**config.mk**
```make
export PLATFORM = sky130hd
export DESIGN_NAME = instr_mem_bridge
export DESIGN_NICKNAME = d
export VERILOG_FILES = /design/src/rtl/npu_defines.sv /design/src/rtl/instr_mem_bridge_lane_deserializer.sv /design/src/rtl/instr_mem_bridge.sv
export SDC_FILE = /design/constraint.sdc
export NUM_CORES = 1
export LEC_CHECK = 0
export CAP_MARGIN = 25
export CORE_AREA = 2 2 255 257
export CTS_CLUSTER_SIZE = 14
export DETAILED_ROUTE_END_ITERATION = 8
export DIE_AREA = 0 0 257 259
export PLACE_DENSITY = 0.67
export SLEW_MARGIN = 20
export SYNTH_ARGS = -nofsm -noshare
export SYNTH_HDL_FRONTEND = slang
export SYNTH_SLANG_ARGS = --single-unit
```
**constraint.sdc**
```tcl
create_clock -name clk -period 21.5 [get_ports clk]
set_input_delay 2.15 -clock clk [delete_from_list [all_inputs] [get_ports clk]]
set_output_delay 2.15 -clock clk [all_outputs]
set_load 0.05 [all_outputs]
```
**src/rtl/npu_defines.sv**
```systemverilog
// Shared types and sizing for the instruction-fetch path of the NPU.
// The bridge, its lane deserializer and the bench all take their lane geometry from here.
package npu_defines;

  localparam int LANE_BITS            = 512;
  localparam int BEAT_BITS            = 64;
  localparam int ADDR_BITS            = 32;
  localparam int BEATS                = LANE_BITS / BEAT_BITS;
  localparam int ICACHE_OFFSET_LENGTH = $clog2(LANE_BITS / 8);
  localparam int OFFSET_BITS          = ICACHE_OFFSET_LENGTH;
  localparam int CNT_BITS             = (BEATS > 1) ? $clog2(BEATS) : 1;

  typedef logic [ADDR_BITS-1:0] address_t;
  typedef logic [LANE_BITS-1:0] icache_lane_t;
  typedef logic [BEAT_BITS-1:0] beat_t;
  typedef logic [CNT_BITS-1:0]  beat_cnt_t;

  typedef enum logic [1:0] {
    IDLE,
    REQ,
    COLLECT,
    DELIVER
  } imb_state_t;

  // Refills are always whole lanes, so the byte offset within the lane is dropped.
  function automatic address_t line_align(input address_t addr);
    return {addr[ADDR_BITS-1:OFFSET_BITS], {OFFSET_BITS{1'b0}}};
  endfunction

endpackage

```
**src/rtl/instr_mem_bridge_lane_deserializer.sv**
```systemverilog
// Beat counter plus lane register: packs narrow memory beats into one icache lane, beat 0 in the LSBs.
// The lane is never cleared between refills so the delivered data stays visible until the next first beat.
module instr_lane_deserializer
  import npu_defines::*;
(
  input  logic         clk,
  input  logic         reset,
  input  logic         enable,
  input  logic         clear,
  input  logic         beat_valid,
  input  beat_t        beat_data,
  output icache_lane_t lane,
  output logic         last_beat,
  output beat_cnt_t    count
);

  beat_cnt_t    count_q, count_d;
  icache_lane_t lane_q, lane_d;

  assign last_beat = (count_q == beat_cnt_t'(BEATS - 1));
  assign lane      = lane_q;
  assign count     = count_q;

  always_comb begin
    count_d = count_q;
    lane_d  = lane_q;
    if (enable) begin
      if (clear) begin
        count_d = '0;
      end else if (beat_valid) begin
        lane_d[count_q*BEAT_BITS +: BEAT_BITS] = beat_data;
        count_d = last_beat ? '0 : count_q + 1'b1;
      end
    end
  end

  always_ff @(posedge clk or posedge reset) begin
    if (reset) begin
      count_q <= '0;
      lane_q  <= '0;
    end else begin
      count_q <= count_d;
      lane_q  <= lane_d;
    end
  end

endmodule

```
**src/rtl/instr_mem_bridge.sv**
```systemverilog
// Memory-side icache refill bridge: one line-aligned request at a time, beats assembled into a lane,
// lane returned with a one-cycle valid pulse. Protocol slips are absorbed and recorded in a sticky flag.
module instr_mem_bridge
  import npu_defines::*;
(
  input  logic         clk,
  input  logic         reset,
  input  logic         enable,
  input  logic         tc_instr_request_valid,
  input  address_t     tc_instr_request_address,
  output logic         mem_instr_request_available,
  output logic         mem_instr_request_valid,
  output icache_lane_t mem_instr_request_data_in,
  output logic         mem_req_valid,
  input  logic         mem_req_ready,
  output address_t     mem_req_address,
  input  logic         mem_rsp_valid,
  input  beat_t        mem_rsp_data,
  input  logic         mem_rsp_last,
  output logic         imb_protocol_error
);

  imb_state_t state_q, state_d;
  address_t   addr_q, addr_d;
  logic       err_q, err_d;
  logic       avail_q, req_valid_q, pulse_q;

  logic       des_clear;
  logic       des_beat_valid;
  logic       des_last_beat;
  beat_cnt_t  des_count;

  always_comb begin
    state_d        = state_q;
    addr_d         = addr_q;
    err_d          = err_q;
    des_clear      = 1'b0;
    des_beat_valid = 1'b0;
    if (enable) begin
      case (state_q)
        IDLE: begin
          if (tc_instr_request_valid) begin
            addr_d  = line_align(tc_instr_request_address);
            state_d = REQ;
          end
          if (mem_rsp_valid) err_d = 1'b1;
        end
        REQ: begin
          if (mem_req_ready) begin
            des_clear = 1'b1;
            state_d   = COLLECT;
          end
          if (mem_rsp_valid || tc_instr_request_valid) err_d = 1'b1;
        end
        COLLECT: begin
          if (mem_rsp_valid) begin
            des_beat_valid = 1'b1;
            if (des_last_beat) state_d = DELIVER;
            // The counter, not the last marker, decides completion; a disagreement is only recorded.
            if (mem_rsp_last && des_count != beat_cnt_t'(BEATS - 1)) err_d = 1'b1;
            if (!mem_rsp_last && des_last_beat) err_d = 1'b1;
          end
          if (tc_instr_request_valid) err_d = 1'b1;
        end
        DELIVER: begin
          state_d = IDLE;
          if (mem_rsp_valid || tc_instr_request_valid) err_d = 1'b1;
        end
        default: state_d = IDLE;
      endcase
    end
  end

  // Outputs are decoded from the next state so they line up with the state register.
  always_ff @(posedge clk or posedge reset) begin
    if (reset) begin
      state_q     <= IDLE;
      addr_q      <= '0;
      err_q       <= 1'b0;
      avail_q     <= 1'b1;
      req_valid_q <= 1'b0;
      pulse_q     <= 1'b0;
    end else begin
      state_q     <= state_d;
      addr_q      <= addr_d;
      err_q       <= err_d;
      avail_q     <= (state_d == IDLE);
      req_valid_q <= (state_d == REQ);
      pulse_q     <= (state_d == DELIVER);
    end
  end

  instr_lane_deserializer u_deser (
    .clk        (clk),
    .reset      (reset),
    .enable     (enable),
    .clear      (des_clear),
    .beat_valid (des_beat_valid),
    .beat_data  (mem_rsp_data),
    .lane       (mem_instr_request_data_in),
    .last_beat  (des_last_beat),
    .count      (des_count)
  );

  assign mem_instr_request_available = avail_q;
  assign mem_instr_request_valid     = pulse_q;
  assign mem_req_valid               = req_valid_q;
  assign mem_req_address             = addr_q;
  assign imb_protocol_error          = err_q;

endmodule

```
### Word level (Yosys, flattened, before mapping)

Cells that the tools add are included.

* add/subtract/negate cells: 2
* multipliers: 0
* divide/modulo/power cells: 0
* $lt $le $gt $ge: 0
* equal/unequal tests: 11
* shift operators: 2
* muxes and demuxes: 23
* bitwise operators: 1
* reduce and logical (&&, ||, !) cells: 12

Operators with widths (number)
* 512-bit bitwise mux: 1
* 64-bit by 34-bit variable shift with 512-bit output, first input constant: 1
* 64-bit by 34-bit variable part select with 512-bit output: 1
* 9-bit negation with 34-bit output: 1
* 1-bit 2-to-1 mux: 12
* 2-bit 2-to-1 mux: 5
* 3-bit 2-to-1 mux: 3
* 2-bit case mux with 4 select lines: 1
* 2-bit equality test, second input constant: 3
* 3-bit inequality test, second input constant: 2
* 3-bit AND reduction: 2
* 5-bit AND reduction: 1
* 2-bit by 1-bit equality test with 1-bit output, second input constant: 2
* 2-bit zero test: 2
* 4-bit inequality test, second input constant: 1
* 3-bit by 1-bit adder with 3-bit output, second input constant: 1
* 3-bit equality test, second input constant: 1
* 1-bit case mux with 3 select lines: 1
* 1-bit logical AND: 2
* 2-bit by 1-bit inequality test with 1-bit output, second input constant: 1
* 2-bit inequality test, second input constant: 1
* 2-bit AND reduction: 1
* 2-bit nonzero test: 1
* 2-bit OR reduction: 1
* other kinds (3): 3

* bits in registers: 547
* bits in latches: 0
* bits in writable memories: 0
* ROM bits: 0
* word-level logic and storage cells: 59
* memories kept: 0

### Longest topological paths before layout

Gate-level depths: netlist (run 1).

* depth in word-level cells: 7
* gate-level depth with buffers: 11
* depth with buffers taken out: 6

### Hierarchy

Synthesis (run 1) repeated with hierarchy kept, for this count alone.

* cells, all modules: 1563
* area total of the unflattened synthesis: 23546.3 um^2

Modules (own cells, without submodules)
* instr_lane_deserializer: times used 1, cells each 1465, area an instance 22072.4 um^2, seq. area each 12887.4 um^2
* instr_mem_bridge: times used 1, cells each 98, area an instance 1473.9 um^2, seq. area each 802.0 um^2

### Least setup slack after synthesis (run 1)

Ideal clock, no wire load.

* path type: input-to-reg
* start point: input port mem_rsp_valid
* end point: register u_deser.lane_q[256], in the netlist u_deser.lane[256]
* data arrival time: 3.310 ns
* path slack: 18.065 ns
* stages on the path: 6
* cell sequence: and4b_1 > buf_2 > and4b_1 > buf_6 > buf_6 > mux2_4

* cells in the longest elaborated chain, start to end: 4

RTL lines
* start: declaration: RTL line instr_mem_bridge.sv:17 `input logic mem_rsp_valid,`
* 1-bit 2-to-1 mux: RTL line instr_mem_bridge.sv:56 `if (mem_rsp_valid) begin`
* 1-bit 2-to-1 mux: RTL line instr_mem_bridge.sv:40 `case (state_q)`
* 1-bit 2-to-1 mux: RTL line instr_mem_bridge.sv:39 `if (enable) begin`
* 3-bit AND reduction (no line)
* end signal: assignment: RTL line instr_mem_bridge_lane_deserializer.sv:43 `lane_q <= lane_d;`
* end: declaration: RTL line instr_mem_bridge_lane_deserializer.sv:18 `icache_lane_t lane_q, lane_d;`

Every way passes these cells.
A chain may end at the register's enable or synchronous reset.

### Final worst setup path (run 1)

* start point: input port enable
* end point: register u_deser.lane_q[60], in the netlist u_deser.lane[60]

* cells in the longest elaborated chain, start to end: 3
* elaborated cells between the ends (all ways): 4

RTL lines
* start: declaration: RTL line instr_mem_bridge.sv:8 `input logic enable,`
* 1-bit 2-to-1 mux: RTL line instr_mem_bridge.sv:39
* 1-bit NOT (no line)
* 3-bit AND reduction (no line) (*)

Mark *: on every way between the ends. The rest lies on a longest branch, timed or not.

==> reports/results.ini, run 1 <==
[run_status]
run_status=completed

[logic_synthesis]
synth_async_sr_flop_share=1.000
postSynthAreaPerCell_um2=15.77
yosys-top-cells-count=546 x dfrtp_1, 420 x mux2_2, 148 x and2_1
synth-edff-count=0
mappedNetlistArea_um2=22410
synthDominantAreaCellType=dfrtp_1
synth_sequential_area_ratio=0.6108
ys_dominant_reg_cell=dfrtp_1
synth_cells=1421
netlist_top_cells_area=dfrtp_1 61%, mux2_2 21%, mux2_4 8.0%
synth_largest_type_area_fraction=0.6096
ys_seq_elements=547
synth_cell_type_count=36
yosys_warnings=0
synthMostInstantiatedCell=dfrtp_1

[routing]
via_count=14390
postRouteWirelength_um=71230
firstDrtPassIters=4
route.antenna.remaining_nets=0
via_count_normalized_by_instance_count=4.852
post_drt_wl_per_cell_um=24.02
dr.first_iter.drc_count=670
post-route-drc-count=0

[critical_path]
worst_path_max_delay_cell=and4b_4
worst_ep_required_time_ps=21990
worstPathCellList=clkdlybuf4s50_1, and4b_1, and4b_4, buf_4, mux2_2
timing.critical_path.fanout_max=33
critical_path_arrival_ps=5570
critPathMaxStageDelay_ps=880
cp_startpoint_kind=input pin
crit_path_class=in2reg
reg2regPathDepth=7
worst_setup_path_end_kind=flip-flop

[global_route]
maximum_number_of_pins_on_one_net_before_global_route_repair=158
gr-usage-all-layers=0.2089
grt_busiest_layer=met2
grtUsageMet2=0.3558
grt_pass1_vias=15790
groute.layer.met3.usage=0.05741
grt_first_pass_wirelength_um=105200
grt_antenna_before_repair=3
gr-total-overflow=0
groute.layer.met1.usage=0.2463

[place]
port_buffers=638
place_congestion=0.8018
place.detailed.hpwl_um=49000
placement.setup.worst_slack_ps=15800

[layout]
ratio_of_cells_with_drive_above_1_in_the_final_layout=0.3245
final_core_util=0.4977
final_net_count=2170
num-fill-cells=5367
area_delta_synth_final_pct=41.85

[timing]
unrepaired_setup_endpoints_after_global_routing=false
setup-tns-final_ps=0
post-route-min-period_ps=5084
max_slew_margin=0.3936
final_max_slew_viol_count=0
worst_slack_ps=16420
final_hold_viols=0
finalClockSkew_ps=26.66
setup-violations-final=0
timing.fmax_ghz=0.1967
tightest_slew_ps=909.7
min_period_over_period=0.2365

[cts]
worst_skew_pair.late_latency_ps=610
master_cell_of_the_clock_root_buffer=clkbuf_16
cts_setup_buffers=0
path_clk_slew_ps=60
cts_repair_resize_count=0
cts_buffer_depth=3
tritoncts.num_buffers=60
cts.htree.levels=2
cts_sinks=547
tritoncts=built
hold_buffers=0

[power]
power.density_cell_area_nw_per_um2=116.7
leakagePower_nw=14.89
worst_ir_drop_vdd_mv=0.07810

[floorplan]
die_w_um=257
placementRows=93
die_h_um=259
floorplan.die_area_um2=66560
floorplan.io_pins=651
core_area_um2=63880
initial_core_util=0.3508

[hold_path]
whs_path_depth=1
holdCritPathClass=reg2reg

[run]
cap_viol_max_count=0

==> kinds of logic after synthesis <==
kind of cell             after synthesis  synth area share
flip-flops                           547            0.6108
adder cells (fa/ha/maj)                6          0.003350
multiplexers                         541            0.2919
AND/OR/NAND/NOR                      219           0.06342
buffers and inverters                 93           0.02568
AO/OA/AOI/OAI                         13          0.004299
XOR/XNOR                               1         0.0003909
other                                  1         0.0001673
==> power breakdown <==
part           leakage, nW  switching [mW]  internal (mW)
clock network         1.06           0.430          0.692
registers             7.52          0.0836           1.17
logic                 6.30           0.874          0.460
==> through the flow <==
stage          total power, mW  hold WS, ps  area, µm²  cells
2_1_floorplan            2.099        552.9      22430   1426
3_3_place_gp             2.587        484.0      29600   2853
6_report                 3.710        477.0      31790   2966
4_1_cts                  3.749        483.4      31780   2963
5_1_grt                  3.854        502.8      31780   2963
3_5_place_dp             2.614        473.2      29610   2854
==> layer usage <==
metal  up-vias  part of all wire
li1       6243                 -
met1      7474              0.39
met2       506              0.49
met3       169             0.067
met4         0             0.049
met5         -                 0
==> critical path, delay by kind of cell <==
| family | cells | cell delay, ps |
|---|---|---|
| buf+inv | 2 | 1440 |
| simple gates | 2 | 1440 |
| mux | 1 | 420 |
==> layout make-up <==
| cell class | count | area (µm²) | share of cell area |
|---|---|---|---|
| clock buffer | 84 | 1773 | 0.05577 |
| multi-input combinational | 786 | 8243 | 0.2593 |
| timing repair buffer | 662 | 6590 | 0.2073 |
| tap | 855 | 1070 | 0.03365 |
| clock inverter | 25 | 395.4 | 0.01244 |
| antenna | 3 | 7.507 | 0.0002361 |
| inverter | 4 | 22.52 | 0.0007084 |
| sequential | 547 | 13690 | 0.4306 |
==> state kept, by name, summed over array words and instances, names as in the netlist <==
name                         cells
u_deser.count                    3
imb_protocol_error               1
state_q                          2
mem_instr_request_available      1
mem_req_address                 26
u_deser.lane                   512
mem_instr_request_valid          1
mem_req_valid                    1
==> layout by cell type, fill, tap and decap left out, drive strengths merged, types with 2 or more instances in the layout <==
cell type / netlist / layout
nor2: 2 / 2
mux2: 540 / 540
and3b: 3 / 3
clkbuf: 26 / 84
and4b: 3 / 3
ha: 6 / 6
inv: 4 / 5
nor3: 2 / 2
and2: 148 / 148
clkinv: 0 / 10
nor2b: 3 / 3
buf: 63 / 24
bufinv: 0 / 10
nor3b: 2 / 2
a22o: 2 / 2
clkdlybuf4s50: 0 / 638
o21ai: 3 / 3
dfrtp: 546 / 546
clkinvlp: 0 / 4
and3: 45 / 45
nor4b: 4 / 4
diode: 0 / 3
nand2: 2 / 2
conb: 1 / 6
nand3: 4 / 4
==> path summary, 6_finish.rpt <==
kind                       slack, ps                from            endpoint
hold / removal                   480  imb_protocol_error  imb_protocol_error
setup / recovery               16420              enable    u_deser.lane[60]
min in group asynchronous       2140               reset    u_deser.lane[67]
setup reg to reg               17210    u_deser.count[0]    u_deser.lane[60]
hold reg to reg                  480  imb_protocol_error  imb_protocol_error
max in group asynchronous      17110               reset   u_deser.lane[200]
(Power assumes the default switching activity.)
==> run 2: changes to the inputs <==
CORE_AREA = 2 2 253 255   (was 2 2 255 257)
DIE_AREA = 0 0 255 257   (was 0 0 257 259)
PLACE_DENSITY = 0.7   (was 0.67)
clock period = 4.5 ns   (was 21.5 ns; I/O delays follow)
==> run 2 against run 1 <==
  * Worst setup slack got worse by 15000 ps
  * Total power rose to 4.7 times the previous value
  * Core utilization rose by 0.91 points
  * Die area fell by 1.5%
  * Non-clock buffer count rose by 17
  * Critical path type is now reg2reg
  * Critical endpoint is now u_deser.lane[238]
==> reports/results.ini, run 2 (synthesis gave the netlist of run 1 again) <==
[run_status]
run_status=completed

[cts]
cts_buffer_depth=3  ; unchanged
tritoncts=built
path_clk_slew_ps=60  ; about the same
worst_skew_pair.late_latency_ps=610  ; about the same
cts_setup_buffers=0  ; unchanged
master_cell_of_the_clock_root_buffer=clkbuf_16
cts_repair_resize_count=0  ; unchanged
tritoncts.num_buffers=59  ; -1.7%
cts_sinks=547  ; unchanged
cts.htree.levels=2  ; unchanged
hold_buffers=0  ; unchanged

[layout]
most-common-layout-cells=638 x clkdlybuf4s50_1, 545 x dfrtp_1, 420 x mux2_2, 148 x and2_1, 120 x mux2_4
area_delta_synth_final_pct=41.87  ; about the same
final_core_util=0.5068  ; +0.009142
layoutNonFillerInstCount=2970  ; +0.13%
mostFrequentLayoutCell=clkdlybuf4s50_1
ratio_of_cells_with_drive_above_1_in_the_final_layout=0.3252  ; +0.0006868
final_net_count=2186  ; +0.74%
largest_reg_flops=512  ; unchanged

[global_route]
gr-usage-all-layers=0.2153  ; +0.006380
grt_pass1_vias=15820  ; +0.22%
grt_antenna_before_repair=4  ; +1
gr-total-overflow=0  ; unchanged
maximum_number_of_pins_on_one_net_before_global_route_repair=111  ; -30%
grt_first_pass_wirelength_um=105800  ; +0.50%

[critical_path]
worst_setup_path_endpoint=u_deser.lane[238]
timing.critical_path.fanout_max=37  ; +12%
critical_path.reg2reg.endpoint=u_deser.lane[238]
reg2regPathDepth=7  ; unchanged
worst_setup_path_end_kind=flip-flop
worst_ep_required_time_ps=4990  ; -17,000 ps
critPathMaxStageDelay_ps=630  ; -250 ps
worst_case_register_to_register_setup_slack_ps=1370  ; -15,840 ps
crit_path_class=reg2reg
regToRegStartpoint=u_deser.count[1]
worst_path_max_delay_cell=nand3_4
critical_path_arrival_ps=3620  ; -1950 ps
timing.critical_path.from=u_deser.count[1]
cp_startpoint_kind=flip-flop
worstPathCellList=inv_1, ha_2, ha_1, o31a_1, nand3_4, buf_4, mux2_2

[timing]
final_hold_viols=0  ; unchanged
worst_slack_ps=1372  ; -15,040 ps
max_slew_margin=0.4391  ; +0.04552
post-route-min-period_ps=3128
tightest_slew_ps=839.6  ; -70.05 ps
setup-tns-final_ps=0  ; unchanged
finalClockSkew_ps=25.60  ; -1.062 ps
final_max_slew_viol_count=0  ; unchanged
timing.fmax_ghz=0.3197
min_period_over_period=0.6951
unrepaired_setup_endpoints_after_global_routing=false
setup-violations-final=0  ; unchanged

[power]
leakagePower_nw=14.90  ; about the same
power.density_cell_area_nw_per_um2=544.3  ; +370%
seq_power_share=0.347  ; +0.009
worst_ir_drop_vdd_mv=0.5042  ; +550%
p_clk_frac=0.282  ; -0.020
power.combinational.fraction=0.371  ; +0.012
fin_total_pwr_mw=17.30  ; +370%
p_sw_frac=0.3807  ; +0.006810
p_sw_mw=6.588  ; +370%
internal-power_mw=10.72  ; +360%

[floorplan]
die_w_um=255  ; -0.78%
die_h_um=257  ; -0.77%
core_area_um2=62740  ; -1.8%
floorplan.io_pins=651  ; unchanged
floorplan.die_area_um2=65540  ; -1.5%
initial_core_util=0.3572  ; +0.006416
placementRows=92  ; -1.1%

[routing]
post_drt_wl_per_cell_um=23.99  ; -0.11%
postRouteWirelength_um=71250  ; about the same
post-route-drc-count=0  ; unchanged
via_count_normalized_by_instance_count=4.852  ; about the same
via_count=14410  ; +0.12%
firstDrtPassIters=4  ; unchanged
route.antenna.remaining_nets=0  ; unchanged
dr.first_iter.drc_count=788  ; +18%

[run]
cap_viol_max_count=0  ; unchanged

[place]
placement.setup.worst_slack_ps=1029  ; -14,770 ps
port_buffers=638  ; unchanged
place.detailed.hpwl_um=50250  ; +2.6%
dp_cells=2862  ; +0.28%
place_congestion=0.8203  ; +2.3%

[hold_path]
holdCritPathClass=in2async

[run 2: cell count changes in the layout (fill, tap and decap cells not counted), sizes merged]
cell	delta
clkbuf	+7
diode	-1
buf	+17
clkinv	-1
clkinvlp	-2
bufinv	-7
[run 2: power groups by stage]
stage | sequential, mW | combinational [mW] | clock (mW)
final | 6.01 | 6.42 | 4.88
after global routing | 6.10 | 6.70 | 5.20
after CTS | 6.01 | 6.49 | 4.98
after detailed placement | 6.09 | 6.48 | 0
after global placement | 6.05 | 6.37 | 0
after floorplan | 8.34 | 1.69 | 0
[run 2: metal layers]
metal / part of all wire / routed length [µm] / global-route usage
met2: 0.50 / 35660 / 0.3705
met1: 0.39 / 28090 / 0.2574
met3: 0.064 / 4595 / 0.05341
met4: 0.041 / 2905 / 0.08431
met5: 0 / 0 / 0
[run 2: critical path, delay by kind of cell (launching register included)]
| family | cells | cell delay (ps) |
|---|---|---|
| AND/OR/NAND/NOR | 1 | 630 |
| buffers and inverters | 2 | 620 |
| adder cells (fa/ha/maj) | 2 | 570 |
| flip-flops | 1 | 460 |
| AO/OA/AOI/OAI | 1 | 400 |
| multiplexers | 1 | 330 |
[run 2: through the flow]
stage | instance area, µm² | hold slack (ps)
after global placement | 29800 | 480.7
after detailed placement | 29830 | 477.6
after CTS | 31790 | 344.1
after floorplan | 22430 | 552.9
final | 31790 | 364.2
after global routing | 31790 | 369.8
[run 2: how the worst min path moves through the flow]
stage | startpoint | end | cells after the start
global placement | imb_protocol_error | imb_protocol_error | 1
detailed placement | imb_protocol_error | imb_protocol_error | 1
floorplan | u_deser.count[2] | u_deser.count[2] | 1
finish | reset | u_deser.lane[494] | 2
global route | reset | u_deser.lane[48] | 2
CTS | reset | u_deser.lane[48] | 2
[run 2: cell type report]
class                           instances  area, µm²
Inverter                                4      18.77
Multi-Input combinational cell        786       8243
Clock inverter                         15      178.9
Timing Repair Buffer                  679       6822
Antenna cell                            2      5.005
Clock buffer                           91       1778
Fill cell                            5298      30940
Tap cell                              846       1059
Sequential cell                       547      13690
==> run 3: changes to the inputs <==
CORE_AREA = 2 2 255 257   (was 2 2 253 255)
DIE_AREA = 0 0 257 259   (was 0 0 255 257)
PLACE_DENSITY = 0.67   (was 0.7)
clock period = 3 ns   (was 4.5 ns; I/O delays follow)
==> run 3 against run 2 <==
  * Non-clock buffer count is 4 higher
  * First-iteration DRC count is 18% lower
  * Final cell count is 0.57% higher
  * Wire length is 0.98% higher
  * Total power is 52% higher
  * Fmax is 14% higher
  * Count of clock-buffer cells in the layout is 4 lower
  * Global-route usage is 0.24 points lower
  * Sequential share of layout area is 0.39 points lower
  * Sequential power is 50% higher
  * Highest routed layer unchanged
  * Critical path type unchanged
  * Hold slack worse by 240 ps
==> reports/results.ini, run 3 (synthesis gave the netlist of run 1 again) <==
[layout]
num-fill-cells=5369  ; +1.3%
area_delta_synth_final_pct=43.15
ratio_of_cells_with_drive_above_1_in_the_final_layout=0.3285  ; +0.003313
most-common-layout-cells=638 x clkdlybuf4s50_1, 545 x dfrtp_1, 420 x mux2_2, 148 x and2_1, 120 x mux2_4
mostFrequentLayoutCell=clkdlybuf4s50_1
largest_reg_flops=512  ; unchanged
final_net_count=2190  ; +0.18%
final_core_util=0.5022  ; -0.004598
layoutNonFillerInstCount=2987  ; +0.57%

[power]
p_sw_mw=9.880  ; +50%
p_sw_frac=0.3764  ; -0.004281
power.density_cell_area_nw_per_um2=818.2  ; +50%
internal-power_mw=16.37  ; +53%
p_clk_frac=0.288  ; +0.006
worst_ir_drop_vdd_mv=0.5092  ; +1.0%
power.combinational.fraction=0.369  ; -0.002
seq_power_share=0.343  ; -0.004
leakagePower_nw=15.02  ; +0.76%

[hold_path]
holdCritPathClass=in2async

[cts]
cts.htree.levels=2  ; unchanged
cts_sinks=547  ; unchanged
hold_buffers=0  ; unchanged
tritoncts=built
master_cell_of_the_clock_root_buffer=clkbuf_16
tritoncts.num_buffers=59  ; unchanged
cts_setup_buffers=0  ; unchanged
worst_skew_pair.late_latency_ps=610  ; about the same
path_clk_slew_ps=60  ; about the same
cts_repair_resize_count=0  ; unchanged
cts_buffer_depth=3  ; unchanged

[place]
place.detailed.hpwl_um=50970  ; +1.4%
port_buffers=638  ; unchanged
placement.setup.worst_slack_ps=221.4  ; -808.1 ps
dp_cells=2875  ; +0.45%
place_congestion=0.8186  ; -0.21%

[timing]
unrepaired_setup_endpoints_after_global_routing=false
setup-tns-final_ps=0  ; unchanged
max_slew_margin=0.4997  ; +0.06065
setup-violations-final=0  ; unchanged
post-route-min-period_ps=2734  ; -394.2 ps
finalClockSkew_ps=14.15  ; -11.46 ps
timing.fmax_ghz=0.3658  ; +14%
fin_hold_ws_ps=120.5  ; -243.7 ps
final_hold_viols=0  ; unchanged
final_max_slew_viol_count=0  ; unchanged
min_period_over_period=0.9113  ; +0.2162
tightest_slew_ps=750.4  ; -89.20 ps
worst_slack_ps=266.1  ; -1106 ps

[global_route]
gr-total-overflow=0  ; unchanged
gr-usage-all-layers=0.2128  ; -0.002445
grt_pass1_vias=16080  ; +1.6%
maximum_number_of_pins_on_one_net_before_global_route_repair=84  ; -24%
grt_first_pass_wirelength_um=107300  ; +1.4%
grt_antenna_before_repair=2  ; -2

[routing]
highest-signal-layer=met4
detail_route.wirelength.met1_um=27720  ; -1.3%
post-route-drc-count=0  ; unchanged
post_drt_wl_per_cell_um=24.09  ; +0.41%
route.antenna.remaining_nets=0  ; unchanged
met3WireLength_um=4512  ; -1.8%
postRouteWirelength_um=71950  ; +0.98%
dr.first_iter.drc_count=648  ; -18%
via_count_normalized_by_instance_count=4.841  ; -0.22%
firstDrtPassIters=4  ; unchanged
met2_wirelength_um=36330  ; +1.9%
via_count=14460  ; +0.35%

[floorplan]
placementRows=93  ; +1.1%
floorplan.io_pins=651  ; unchanged
floorplan.die_area_um2=66560  ; +1.6%
core_area_um2=63880  ; +1.8%
die_h_um=259  ; +0.78%
initial_core_util=0.3508  ; -0.006416
die_w_um=257  ; +0.78%

[critical_path]
worstPathCellList=buf_4, ha_1, nor4b_2, buf_12, mux2_2
critical_path_arrival_ps=3210  ; -410 ps
cp_startpoint_kind=flip-flop
worst_ep_required_time_ps=3480  ; -1510 ps
crit_path_class=reg2reg
worst_path_max_delay_cell=buf_4
timing.critical_path.fanout_max=54  ; +46%
worst_setup_path_end_kind=flip-flop
critPathMaxStageDelay_ps=580  ; -50 ps

[run_status]
run_status=completed

[run]
cap_viol_max_count=0  ; unchanged

## run 3: cell count changes in the layout (fill, tap and decap cells not counted), sizes merged
cell and delta:
bufinv +3, clkbuf -4, buf +4, diode +2, clkinv +4, inv -1
## run 3: routing by layer
layer / vias to the layer above / track usage
met5: - / 0
met4: 0 / 0.09755
met3: 153 / 0.05477
met2: 489 / 0.3683
met1: 7536 / 0.2482
li1: 6282 / -
## run 3: layout make-up
type	count	area (µm²)	share of cell area
Clock inverter	21	261.5	0.008151
Tap cell	855	1070	0.03335
Inverter	4	18.77	0.0005850
Multi-Input combinational cell	786	8243	0.2569
Sequential cell	547	13690	0.4267
Clock buffer	87	1764	0.05499
Antenna cell	4	10.01	0.0003120
Timing Repair Buffer	683	7024	0.2189
## run 3: final timing paths
| check | endpoint | from | slack, ps | depth (start not counted) |
|---|---|---|---|---|
| max in group asynchronous | u_deser.lane[286] | reset | 1910 | 4 |
| min reg2reg | imb_protocol_error | imb_protocol_error | 490 | 1 |
| min in group clk | mem_req_address[19] | tc_instr_request_address[19] | 310 | 2 |
| min | u_deser.lane[175] | reset | 120 | 2 |
| max | u_deser.lane[350] | u_deser.count[0] | 270 | 5 |
| max reg2reg | u_deser.lane[350] | u_deser.count[0] | 270 | 5 |
## run 3: power groups by stage
stage          sequential, mW  combinational, mW  clock, mW
6_report                 9.01               9.68       7.56
5_1_grt                  9.14               10.1       8.07
4_1_cts                  9.02               9.82       7.74
3_5_place_dp             9.13               9.79          0
3_3_place_gp             9.08               9.65          0
2_1_floorplan            12.5               2.54          0
## run 3: worst max-delay path: cells and delay by family (launching register included)
family	cells	cell delay, ps
adder cells (fa/ha/maj)	1	330
multiplexers	1	380
AND/OR/NAND/NOR	1	550
flip-flops	1	350
buffers and inverters	2	910
## run 3: metrics by stage
step,area [µm²],power [mW]
after floorplan,22430,15.04
final,32080,26.25
after global routing,32080,27.32
after global placement,30050,18.73
after detailed placement,30050,18.92
after CTS,32070,26.58
